File: src/rtl/dmem_arbiter.sv
// dmem_arbiter: two-port (A = load/store unit, B = debug/loader) arbiter onto a single data memory.
// Latency: 3 cycles from the IDLE cycle a request is sampled in to its ack (IDLE, SERVE, DONE); one access per 3 cycles.
// Backpressure: requests are sampled only in IDLE; a request held through SERVE/DONE simply waits, nothing is dropped.
//
// Ports:
//   clk, rst_n                     clock, synchronous active-low reset
//   a_*/b_* req, we, addr, wdata   requester inputs, latched at grant
//   a_ack/b_ack, a_rdata/b_rdata   one-cycle completion pulse, registered read data per port
//   mem_*                          memory write strobe, addresses, write data, combinational read data
//   busy                           high whenever an access is in flight
module dmem_arbiter #(
  parameter int DATA_W       = 32,
  parameter int ADDR_W       = 32,
  parameter int STARVE_LIMIT = 4
) (
  input  logic              clk,
  input  logic              rst_n,
  input  logic              a_req,
  input  logic              a_we,
  input  logic [ADDR_W-1:0] a_addr,
  input  logic [DATA_W-1:0] a_wdata,
  input  logic              b_req,
  input  logic              b_we,
  input  logic [ADDR_W-1:0] b_addr,
  input  logic [DATA_W-1:0] b_wdata,
  output logic              a_ack,
  output logic [DATA_W-1:0] a_rdata,
  output logic              b_ack,
  output logic [DATA_W-1:0] b_rdata,
  output logic              mem_flag_write,
  output logic [ADDR_W-1:0] mem_write_addr,
  output logic [ADDR_W-1:0] mem_read_addr,
  output logic [DATA_W-1:0] mem_data_in,
  input  logic [DATA_W-1:0] mem_data_out,
  output logic              busy
);

  localparam int CNT_W = (STARVE_LIMIT < 1) ? 1 : $clog2(STARVE_LIMIT + 1);
  localparam logic [CNT_W-1:0] LIMIT = CNT_W'(STARVE_LIMIT);

  typedef enum logic [1:0] {
    IDLE  = 2'd0,
    SERVE = 2'd1,
    DONE  = 2'd2
  } state_t;

  state_t            state_q, state_d;
  logic [CNT_W-1:0]  starve_cnt_q, starve_cnt_d;
  logic              win_b_q, win_b_d;
  logic              we_q, we_d;
  logic [ADDR_W-1:0] addr_q, addr_d;
  logic [DATA_W-1:0] wdata_q, wdata_d;
  logic [DATA_W-1:0] a_rdata_q, a_rdata_d;
  logic [DATA_W-1:0] b_rdata_q, b_rdata_d;
  logic              grant_b;

  // B wins when it is the only requester, or when A has been granted
  // STARVE_LIMIT times in a row while B was waiting.
  assign grant_b = b_req && (!a_req || (starve_cnt_q == LIMIT));

  always_comb begin
    state_d      = state_q;
    starve_cnt_d = starve_cnt_q;
    win_b_d      = win_b_q;
    we_d         = we_q;
    addr_d       = addr_q;
    wdata_d      = wdata_q;
    a_rdata_d    = a_rdata_q;
    b_rdata_d    = b_rdata_q;

    case (state_q)
      IDLE: begin
        if (a_req || b_req) begin
          state_d = SERVE;
          win_b_d = grant_b;
          if (grant_b) begin
            we_d         = b_we;
            addr_d       = b_addr;
            wdata_d      = b_wdata;
            starve_cnt_d = '0;
          end else begin
            we_d    = a_we;
            addr_d  = a_addr;
            wdata_d = a_wdata;
            // Only count A wins that actually made B wait; saturate.
            if (b_req && (starve_cnt_q != LIMIT)) begin
              starve_cnt_d = starve_cnt_q + CNT_W'(1);
            end
          end
        end
      end
      SERVE: begin
        state_d = DONE;
        // Read data is captured into the winner's register only.
        if (!we_q) begin
          if (win_b_q) begin
            b_rdata_d = mem_data_out;
          end else begin
            a_rdata_d = mem_data_out;
          end
        end
      end
      DONE: begin
        state_d = IDLE;
      end
      default: begin
        state_d = IDLE;
      end
    endcase
  end

  always_ff @(posedge clk) begin
    if (!rst_n) begin
      state_q      <= IDLE;
      starve_cnt_q <= '0;
      win_b_q      <= 1'b0;
      we_q         <= 1'b0;
      addr_q       <= '0;
      wdata_q      <= '0;
      a_rdata_q    <= '0;
      b_rdata_q    <= '0;
    end else begin
      state_q      <= state_d;
      starve_cnt_q <= starve_cnt_d;
      win_b_q      <= win_b_d;
      we_q         <= we_d;
      addr_q       <= addr_d;
      wdata_q      <= wdata_d;
      a_rdata_q    <= a_rdata_d;
      b_rdata_q    <= b_rdata_d;
    end
  end

  // Memory-side outputs come straight from the latched access, so they hold
  // their last values through DONE and IDLE; only the strobe is state-gated.
  assign mem_flag_write = (state_q == SERVE) && we_q;
  assign mem_write_addr = addr_q;
  assign mem_read_addr  = addr_q;
  assign mem_data_in    = wdata_q;

  assign a_ack   = (state_q == DONE) && !win_b_q;
  assign b_ack   = (state_q == DONE) && win_b_q;
  assign a_rdata = a_rdata_q;
  assign b_rdata = b_rdata_q;
  assign busy    = (state_q != IDLE);

endmodule

File: config.mk
export PLATFORM = sky130hd
export DESIGN_NAME = dmem_arbiter
export DESIGN_NICKNAME = d
export VERILOG_FILES = /design/src/rtl/dmem_arbiter.sv
export SDC_FILE = /design/constraint.sdc
export NUM_CORES = 1
export LEC_CHECK = 0
export ABC_CLOCK_PERIOD_IN_PS = 1900
export CAP_MARGIN = 25
export CORE_MARGIN = 2
export CORE_UTILIZATION = 36
export DETAILED_ROUTE_END_ITERATION = 10
export PLACE_DENSITY_LB_ADDON = 0.08
export SLEW_MARGIN = 20
export SYNTH_ARGS = -nofsm -noshare
export SYNTH_HDL_FRONTEND = slang
export SYNTH_SLANG_ARGS = --single-unit
File: constraint.sdc
create_clock -name clk -period 1.9 [get_ports clk]
set_clock_uncertainty 0.2 [all_clocks]
set_input_delay 0.19 -clock clk [delete_from_list [all_inputs] [get_ports clk]]
set_output_delay 0.19 -clock clk [all_outputs]
set_load 0.01 [all_outputs]
==> impl_results.md <==
* Number of warnings printed during yosys synthesis at 0
* Peak supply drop at 571 uV
* Dpl cells at 1,205
* DIE AREA at 18,800 um2
* Horiz. Die Dim at approximately 140 um
* Source of the worst hold timing path: rst_n
* Leakage power at 4.15 nW
* Number of routed nets with antenna violations at 0
* FF-to-FF Start: starve_cnt_q[1]
* Root Buffer: clkbuf_16
* Clk slew on worst S/H paths at 60 ps
* Number of hold violations in the final report at 0
* Total inserted antenna cells at 0
* Sw Share at 27.3%
* H-tree depth reported by CTS at 4
* Vias in the first global route at 5,913
* Post-placement cell area at 9730 um2
* Post-synthesis register bit count at 135
* Non-filler cells, final at 1,242
* Detail Placement HPWL at between 10,000 and 15,000 um
* Number of iterations in the first detailed-routing pass at 4
* First-pass GRT wire length at 31,400 um
* Area occupied by registers at around 2700 um2
* Worst hold path type: input port to flop
* Peak Freq at around 540 MHz
* Per-instance average area after synthesis at 8.67 um2
* DRC violation total after the first TritonRoute iteration at 292
* Via total after detailed routing at 6,397
* Final instance area at around 10,000 um2
* Initial cell density of the core at approximately 37%
* Clock group share of total power at about 38%
* Final critical-path setup slack at between 50 and 60 ps
* Maximum buffer depth of the clock tree at 2
* Endpoint, Worst Hold: mem_read_addr[4]
* Worst reg2reg setup slack at 70 ps
* Worst Setup End Kind: output pin
* Routed wire length per instance at 17.3 um
* Arrival @ worst endpoint at ~1500 ps
* RSZ-0062 raised after global routing: no
* GRT overflow at 0
* Number of clock sinks at 135
* Startpoint types: flop
* Filler cells at 1,598
* Ratio of routed vias to standard cells at 5.15
* Overall routing resource usage at 21.5%
* # Max-Cap Violations at 0
* Dpl ws at -151 ps
* Top-Level Pins at 330
* Number of rows in the core area at 48
* Port bufs at 329
* Worst-case reg-to-reg path depth at 6
* Area of combinational cells with multiple inputs at 3130 um2
* Fin nets at about 1,200
* Residual DRC at 0
* Netlist cell types at 27
* Fraction of the cycle the final worst path needs at 97.3%
* Number of clock buffers inserted by TritonCTS at 17
* Number of nets in the synthesized netlist at 902
* Outcome: completed
* Max Fanout on Critical Path at 19
* Minimum period implied by the final worst setup slack at 1850 ps
* Instance count of the mapped netlist at 734
* Worst slew margin relative to its limit at 60.6%
* Number of max-slew violations in the final report at 0
* Total wire length after detailed routing at 21,500 um
* Area growth syn-to-layout at 63.6%
* Internal power of the cells at 6.10 mW
* Hold buffers post-CTS at 0
* Total setup violations reported at the end of the flow at 0
* Final sum of negative setup slack at 0 ps
* Area of the mapped netlist at 6360 um2
* Comb pwr share at 24.3%
* Data required time at the worst endpoint at 1510 ps
* Largest net degree at the start of global routing at 77
* Worst-skew pair later-pin latency at about 410 ps
* Number of antenna violations at the first check in global routing at 0
* Height of the chip at 137 um
* Gpl congestion at 0.775
* Worst hold stages at 3
* Fraction of layout cells with a size suffix above 1 at around 7.7%
* Power density relative to cell area at 806 nW/um2
* Slew of the pin with the lowest slew margin at 591 ps
* TritonCTS clock tree: built
* Type of the worst setup path: flop to output pin
* CORE AREA at 17,300 um2
* Share of total power in sequential cells at 37.9%
* R2r endpoint: mem_data_in[12]
* Power, Total at 8.39 mW
* Part of the Yosys area used for sequential elements at 42.5%
* Net switching power at 2.29 mW
cell usage after synthesis:
library cell  count  area share (%)
inv_2             1           0.059
nor4b_2           1            0.24
nor3b_1           4            0.47
clkbuf_1         68             4.0
o21ai_0           2            0.16
and3_1           65             6.4
buf_2             8            0.63
nand4bb_1         1            0.18
or3b_2            1            0.14
and3b_1           2            0.28
nor4bb_1          1            0.16
ha_1              2            0.39
inv_1             2            0.12
a21boi_0         66             7.8
nor2_1            2            0.12
nand4b_1          1            0.14
a21oi_1          68             5.3
or2_1             2            0.20
buf_4            32             3.8
o21bai_1         65             7.7
dfxtp_1         135              42
buf_6             5            0.88
or4b_1            1            0.16
nand3_1           2            0.16
a21bo_2           1            0.16
o311a_1          65              10
nand2_1         131             7.7
logic make-up after synthesis:
group	share of synthesized area, %
AO/OA/AOI/OAI	31.3
AND/OR/NAND/NOR	16.3
flip-flops	42.5
buffers and inverters	9.48
adder cells (fa/ha/maj)	0.393
metrics by stage:
stage | util [%] | hold slack [ps]
after global placement | 56.2 | 240
final | 60.2 | 67.9
after CTS | 59.6 | 53.3
after detailed placement | 56.2 | 246
after floorplan | - | 126
after global routing | 60.2 | 58.0
area by class of cell:
cell class / instances / share of cell area [%]
clock buffers: 18 / 4.22
multi-input cells: 484 / 30.0
flip-flops and latches: 135 / 26.0
inverters: 3 / 0.108
repair buffers: 363 / 35.7
well taps: 225 / 2.70
clock inverters: 14 / 1.23
what timing repair did:
item | in CTS | in global routing
endpoints found under the setup margin | 4 | 60
setup buffers | 0 | 0
gates resized for setup | 8 | 7
pin swaps | 0 | 1
cloned | 0 | 5
endpoints found under the hold margin | 0 | 0
layer usage:
metal	up-vias	wire length, um	track usage [%]
li1	3160	-	-
met1	2988	9050	25.7
met2	224	10300	35.4
met3	25	1740	8.41
met4	0	401	6.59
met5	-	0	0
placed cells by master, fill, tap and decap left out, drive strengths merged, types with 2 or more instances in the layout:
| cell | n |
|---|---|
| dfxtp | 135 |
| nand3 | 2 |
| clkinvlp | 3 |
| clkdlybuf4s50 | 323 |
| dlygate4sd2 | 2 |
| inv | 5 |
| clkinv | 8 |
| clkbuf | 20 |
| buf | 34 |
| and3b | 2 |
| a21oi | 68 |
| nand2 | 131 |
| o311a | 65 |
| a21boi | 66 |
| nor2 | 2 |
| or2 | 2 |
| and3 | 65 |
| ha | 2 |
| o21ai | 2 |
| o21bai | 65 |
| a21bo | 2 |
| nor3b | 4 |
worst max-delay path, stage by stage (launching register included):
cell and delay (ps):
dfxtp_1 300, or2_2 330, buf_12 170, clkdlybuf4s15_1 240
sequential cells by signal (all words and copies together) (netlist names):
name,count
state_q,2
mem_read_addr,32
win_b_q,1
mem_data_in,32
b_rdata,32
we_q,1
starve_cnt_q,3
a_rdata,32
how the worst max path moves through the flow:
stage | from | end | slack [ps] | depth (start not counted)
final | state_q[1] | busy | 50 | 3
after global routing | starve_cnt_q[1] | mem_data_in[12] | 1 | 6
after floorplan | starve_cnt_q[0] | mem_data_in[0] | 2 | 7
after detailed placement | a_req | mem_data_in[12] | -150 | 5
after global placement | a_req | mem_data_in[13] | -130 | 5
after CTS | state_q[1] | mem_data_in[12] | 5 | 4
power groups by stage:
| stage | clock network, mW | logic (mW) | registers [mW] |
|---|---|---|---|
| final | 3.17 | 2.04 | 3.18 |
| after global routing | 3.36 | 2.19 | 3.21 |
| after CTS | 3.25 | 2.02 | 3.18 |
| after detailed placement | 0 | 2.01 | 3.24 |
| after global placement | 0 | 2.01 | 3.24 |
| after floorplan | 0 | 0.871 | 3.32 |
Power figures use the tool's default switching activity.
